File: config.mk
export PLATFORM = sky130hd
export DESIGN_NAME = sreg_block_loader_ctrl
export DESIGN_NICKNAME = d
export VERILOG_FILES = /design/src/rtl/sreg_block_loader_ctrl.sv
export SDC_FILE = /design/constraint.sdc
export NUM_CORES = 1
export LEC_CHECK = 0
export CAP_MARGIN = 20
export CORE_UTILIZATION = 51
export CTS_CLUSTER_DIAMETER = 50
export CTS_CLUSTER_SIZE = 28
export DETAILED_ROUTE_END_ITERATION = 7
export GPL_ROUTABILITY_DRIVEN = 1
export PLACE_DENSITY = 0.8
export SYNTH_ARGS = -nofsm -noshare
export SYNTH_HDL_FRONTEND = slang
export SYNTH_SLANG_ARGS = --single-unit
File: constraint.sdc
create_clock -name clk -period 3.7 [get_ports clk]
set_clock_uncertainty 0.2 [all_clocks]
set_input_delay 1.11 -clock clk [delete_from_list [all_inputs] [get_ports clk]]
set_output_delay 1.11 -clock clk [all_outputs]
set_load 0.01 [all_outputs]
File: src/rtl/sreg_block_loader_ctrl.sv
// Sequencer for the 4-lane 512-bit block shift register: counts beats per block, presents blocks, tracks message progress.
// Optional macro SREG_CTRL_STALL_CNT_EN adds a saturating count of back-pressured PRESENT cycles.
`default_nettype none

module sreg_block_loader_ctrl #(
    parameter int BEATS = 4,
    parameter int CNT_W = 8
) (
    input  logic             clk,
    input  logic             rst_n,
    input  logic             start_i,
    input  logic [CNT_W-1:0] num_blocks_i,
    input  logic             abort_i,
    input  logic             in_valid_i,
    output logic             in_ready_o,
    output logic             sreg_en_o,
    output logic             blk_valid_o,
    input  logic             blk_ready_i,
    output logic             blk_last_o,
    output logic [CNT_W-1:0] blk_idx_o,
    output logic             busy_o,
    output logic             done_o
`ifdef SREG_CTRL_STALL_CNT_EN
    ,
    output logic [15:0]      stall_cnt_o
`endif
);

    localparam int            BW        = (BEATS > 1) ? $clog2(BEATS) : 1;
    localparam logic [BW-1:0] LAST_BEAT = BW'(BEATS - 1);

    typedef enum logic [1:0] {
        IDLE    = 2'd0,
        FILL    = 2'd1,
        PRESENT = 2'd2
    } state_t;

    state_t           state_q, state_d;
    logic [BW-1:0]    beat_cnt_q, beat_cnt_d;
    logic [CNT_W-1:0] blk_idx_q, blk_idx_d;
    logic [CNT_W-1:0] num_lat_q, num_lat_d;
    logic             done_q, done_d;
    logic             is_last;
    logic             accept;

    assign is_last = (blk_idx_q == (num_lat_q - CNT_W'(1)));
    // abort masks the handshake so a beat offered in the abort cycle is dropped
    assign accept  = (state_q == FILL) && in_valid_i && !abort_i;

    always_comb begin
        state_d    = state_q;
        beat_cnt_d = beat_cnt_q;
        blk_idx_d  = blk_idx_q;
        num_lat_d  = num_lat_q;
        done_d     = 1'b0;
        case (state_q)
            IDLE: begin
                if (start_i) begin
                    if (num_blocks_i != '0) begin
                        num_lat_d  = num_blocks_i;
                        blk_idx_d  = '0;
                        beat_cnt_d = '0;
                        state_d    = FILL;
                    end else begin
                        done_d = 1'b1;
                    end
                end
            end
            FILL: begin
                if (abort_i) begin
                    state_d    = IDLE;
                    beat_cnt_d = '0;
                    blk_idx_d  = '0;
                end else if (accept) begin
                    if (beat_cnt_q == LAST_BEAT) begin
                        beat_cnt_d = '0;
                        state_d    = PRESENT;
                    end else begin
                        beat_cnt_d = beat_cnt_q + BW'(1);
                    end
                end
            end
            PRESENT: begin
                if (abort_i) begin
                    state_d    = IDLE;
                    beat_cnt_d = '0;
                    blk_idx_d  = '0;
                end else if (blk_ready_i) begin
                    if (is_last) begin
                        state_d   = IDLE;
                        blk_idx_d = '0;
                        done_d    = 1'b1;
                    end else begin
                        blk_idx_d = blk_idx_q + CNT_W'(1);
                        state_d   = FILL;
                    end
                end
            end
            default: begin
                state_d    = IDLE;
                beat_cnt_d = '0;
                blk_idx_d  = '0;
            end
        endcase
    end

    always_ff @(posedge clk or negedge rst_n) begin
        if (!rst_n) begin
            state_q    <= IDLE;
            beat_cnt_q <= '0;
            blk_idx_q  <= '0;
            num_lat_q  <= '0;
            done_q     <= 1'b0;
        end else begin
            state_q    <= state_d;
            beat_cnt_q <= beat_cnt_d;
            blk_idx_q  <= blk_idx_d;
            num_lat_q  <= num_lat_d;
            done_q     <= done_d;
        end
    end

    assign in_ready_o  = (state_q == FILL) && !abort_i;
    assign sreg_en_o   = accept;
    assign blk_valid_o = (state_q == PRESENT);
    assign blk_last_o  = (state_q == PRESENT) && is_last;
    assign blk_idx_o   = blk_idx_q;
    assign busy_o      = (state_q != IDLE);
    assign done_o      = done_q;

`ifdef SREG_CTRL_STALL_CNT_EN
    logic [15:0] stall_cnt_q, stall_cnt_d;

    always_comb begin
        stall_cnt_d = stall_cnt_q;
        if (state_q == IDLE && start_i) begin
            stall_cnt_d = '0;
        end else if (state_q == PRESENT && !blk_ready_i && stall_cnt_q != 16'hFFFF) begin
            stall_cnt_d = stall_cnt_q + 16'd1;
        end
    end

    always_ff @(posedge clk or negedge rst_n) begin
        if (!rst_n) begin
            stall_cnt_q <= '0;
        end else begin
            stall_cnt_q <= stall_cnt_d;
        end
    end

    assign stall_cnt_o = stall_cnt_q;
`endif

endmodule

`default_nettype wire

==> run summary <==
In this design, the stage delay of the slowest critical-path cell is 0.49 ns. The per-instance average area after synthesis is 10.1 um2. The number of I/O port buffers is 27, and the number of max-capacitance violations reported is 0. The floorplan step set the die width to 53.7 um. For this design, the sink count on the clock tree is 21. The slowest stage of the critical path belongs to the cell sky130_fd_sc_hd__dfrtp_1.

The die covers 2880 um2. VDD sags by at most 0.408 mV. The clock transition at the registers of the reported paths was 0.13 ns; the number of antenna diodes was 0.

The arrival time of the worst setup path is 2.24 ns, and the number of instances in the placed design is 199. Walking the worst path, the cells encountered are nor4_2, a211oi_1, a311oi_2, a211oi_4, and2_1, clkbuf_2. The count of flip-flops with a built-in enable after synthesis is 0, and the share of layout cells above drive strength 1 is 21.4%. Synthesis produced 135 cells. The run gives 25.1% as the overall global routing resource usage.

The core region is 2500 um2. The post-layout instance count excluding filler cells is 203. Across all layers, the routed design uses 1181 vias. The number of global-route vias before repair came out at 1186. Once the floorplan was initialized, standard cells occupied 54.6% of the core.

The buffer and inverter count on the worst path works out to 1. The final layout contains 191 nets. The residual DRC count was 0. The Yosys step of the flow raised 0 warnings. After routing the design area is 1750 um2. The run gives 0 as the number of nets with antenna violations after detailed routing. The worst setup path is of the reg2out kind.

TritonCTS created 3 clock buffers. The number of ports placed on the die boundary is 28. The remaining max-slew budget at the tightest pin is 37.0%, and the net count of the mapped netlist is 152. In this run, distinct cell masters in the synthesized netlist total 42. The number of H-tree branching levels was 1. Category of cells accounting for the largest share of critical-path delay: compound AO/OA/AOI/OAI gates.

For the final hold violation count, the log shows 0. Entering global routing, the biggest net connects 22 pins. The synthesized area is 1360 um2.

The tools report the initial DRC count as 26. The tools report the first-pass detailed-route iteration total as 4. In this run the deepest clock path goes through 2 buffers. The cts-stage hold buffer count is 0, and the layout-stage area growth over the synthesis result is 28.6%. Final routed wire length divided by cell count: 15.4 um. The final critical path takes up 96.1% of the cycle. The source-to-sink clock delay at the later pin of the worst-skew pair was 0.31 ns; the global placement routability congestion was 0.840. The most used flip-flop cell after synthesis is sky130_fd_sc_hd__dfrtp_1. After legalization and detailed placement, the total HPWL measured 2430 um. Of all nets on the critical path, the largest fanout is 7. The routed design has 3130 um of wire. Setup repair after global routing left no endpoint under its margin. The initialized floorplan defines 18 standard-cell rows. The total setup violations reported at the end of the flow is 0. The tools report the maximum operating frequency as 281 MHz.

The tools report the first-pass GRT wire length as 5150 um. TritonCTS built the clock tree. The count of final max-slew check failures is 0, and the slew at the pin closest to its max-slew limit is 0.942 ns. STA classifies the critical path startpoint as a flop. STA classifies the critical path endpoint as an output port. Counting flops with an async set or reset pin after synthesis yields a share of 100%.

After detailed placement, the total cell area comes to 1730 um2. At the worst endpoint, the required time is 2.39 ns. The tools report the overall overflow remaining after global route as 0.

After detailed routing, the number of vias per cell comes to 5.82. For this run, the register share of the synthesized area comes to 38.5%. Clock tree synthesis selected as its root buffer the cell sky130_fd_sc_hd__clkbuf_4. Final critical-path required period: 3.55 ns.

After synthesis the netlist holds a flip-flop and latch count of 21. For this design the static power due to leakage is 0.740 nW. Timing analysis after detailed placement gives a worst setup slack of -0.0920 ns. In this run the power density over the cells is 422 nW/um2. Once routing completed, OpenROAD measured the worst setup slack at 0.145 ns.

For the initial antenna violation count, the log shows 0. The tightest min-delay check is of the reg2reg type. The floorplan die height works out to 53.7 um. The flow ran to the end, and the final reports show no timing, DRC or antenna violations.
[kinds of logic (layout without fill, tap and decap cells)]
family / count (synthesis) / after routing / share of synthesized area (%)
AND/OR/NAND/NOR: 47 / 47 / 21.6
AO/OA/AOI/OAI: 32 / 32 / 17.0
multiplexers: 10 / 10 / 8.26
adder cells (fa/ha/maj): 3 / 3 / 2.75
buffers and inverters: 8 / 46 / 2.94
flip-flops: 21 / 21 / 38.5
XOR/XNOR: 14 / 14 / 8.99
[final cells by class]
cell class / instances / area, um2
tap: 30 / 37.5
fill: 206 / 746
clock buffer: 3 / 22.5
sequential: 21 / 526
timing repair buffer: 37 / 338
clock inverter: 1 / 5.00
inverter: 5 / 18.8
multi-input combinational: 106 / 807
[through the flow]
stage	setup TNS, ns	hold slack (ns)	util, %	power [mW]
2_1_floorplan	0	0.270	-	0.520
3_3_place_gp	-0.152	0.294	69.0	0.600
3_5_place_dp	-0.154	0.311	69.0	0.618
4_1_cts	0	0.349	70.3	0.740
5_1_grt	0	0.368	70.2	0.786
6_report	0	0.345	70.2	0.740
[where the power goes]
group	internal (mW)	leakage [nW]	total, mW	switching [mW]
Combinational	0.154	0.451	0.304	0.150
Clock	0.0404	0.0177	0.117	0.0770
Sequential	0.267	0.272	0.318	0.0510
[final timing paths]
path                                       to  slack [ns]     startpoint  cells past startpoint
max in group asynchronous        num_lat_q[1]        1.62          rst_n                      1
worst max-delay path               blk_last_o        0.15   num_lat_q[2]                      6
worst min register to register  beat_cnt_q[1]        0.34  beat_cnt_q[1]                      1
worst min-delay path            beat_cnt_q[1]        0.34  beat_cnt_q[1]                      1
worst max register to register     state_q[0]        1.35   num_lat_q[2]                      6
min in group asynchronous        blk_idx_o[1]        1.10          rst_n                      1
[synthesized netlist by cell type, types with 2 or more instances]
master / number / area, um2
sky130_fd_sc_hd__or3_1: 3 / 18.8
sky130_fd_sc_hd__nand2b_1: 4 / 25.0
sky130_fd_sc_hd__o21ai_1: 2 / 10.0
sky130_fd_sc_hd__dfrtp_1: 21 / 526
sky130_fd_sc_hd__nor2b_1: 2 / 12.5
sky130_fd_sc_hd__ha_1: 3 / 37.5
sky130_fd_sc_hd__xnor2_1: 4 / 35.0
sky130_fd_sc_hd__buf_2: 2 / 10.0
sky130_fd_sc_hd__xor2_1: 10 / 87.6
sky130_fd_sc_hd__nand2_1: 8 / 30.0
sky130_fd_sc_hd__inv_1: 5 / 18.8
sky130_fd_sc_hd__o21ai_0: 7 / 35.0
sky130_fd_sc_hd__mux2_2: 10 / 113
sky130_fd_sc_hd__nand4_1: 6 / 37.5
sky130_fd_sc_hd__or4_1: 3 / 22.5
sky130_fd_sc_hd__a21oi_1: 10 / 50.1
sky130_fd_sc_hd__and2_1: 6 / 37.5
sky130_fd_sc_hd__nand3_1: 2 / 10.0
sky130_fd_sc_hd__or2_2: 2 / 12.5
sky130_fd_sc_hd__nor2_1: 3 / 11.3
[layout by cell type, fill, tap and decap left out, drive strengths merged, types with 2 or more instances in the layout]
cell type / synthesis / final
nand3: 2 / 2
nand4: 6 / 6
clkdlybuf4s50: 0 / 24
a211oi: 2 / 2
o21ai: 9 / 9
xor2: 10 / 10
or2: 2 / 2
and2: 6 / 6
nor3: 2 / 2
or3: 3 / 3
dlygate4sd2: 0 / 2
xnor2: 4 / 4
or4: 4 / 4
a21oi: 10 / 10
nand2: 8 / 8
inv: 5 / 5
clkbuf: 0 / 4
nor2: 3 / 3
nor2b: 2 / 2
dfrtp: 21 / 21
mux2: 10 / 10
ha: 3 / 3
nand2b: 4 / 4
buf: 3 / 10
[per-layer routing]
metal	wire length (um)	GRT usage [%]
met4	31	9.21
met1	1400	32.6
met2	1550	42.2
met5	0	0
met3	140	3.39
[state kept, by name (all words and copies together) (netlist names)]
register,flops
beat_cnt_q,2
blk_idx_o,8
done_o,1
num_lat_q,8
state_q,2
[worst register-to-register path: cells and delay by family, from the launching register on]
family	cells	cell delay, ns
flip-flops	1	0.49
AND/OR/NAND/NOR	1	0.48
AO/OA/AOI/OAI	4	0.93
buffers and inverters	1	0.17
[timing repair]
item / 4_1_cts / 5_1_grt
gates resized for setup: 7 / 2
setup endpoints to repair: 3 / 1
buffers inserted: 0 / 0
endpoints found under the hold margin: 0 / 0
pin swaps: 1 / 1
(Power assumes the default switching activity.)
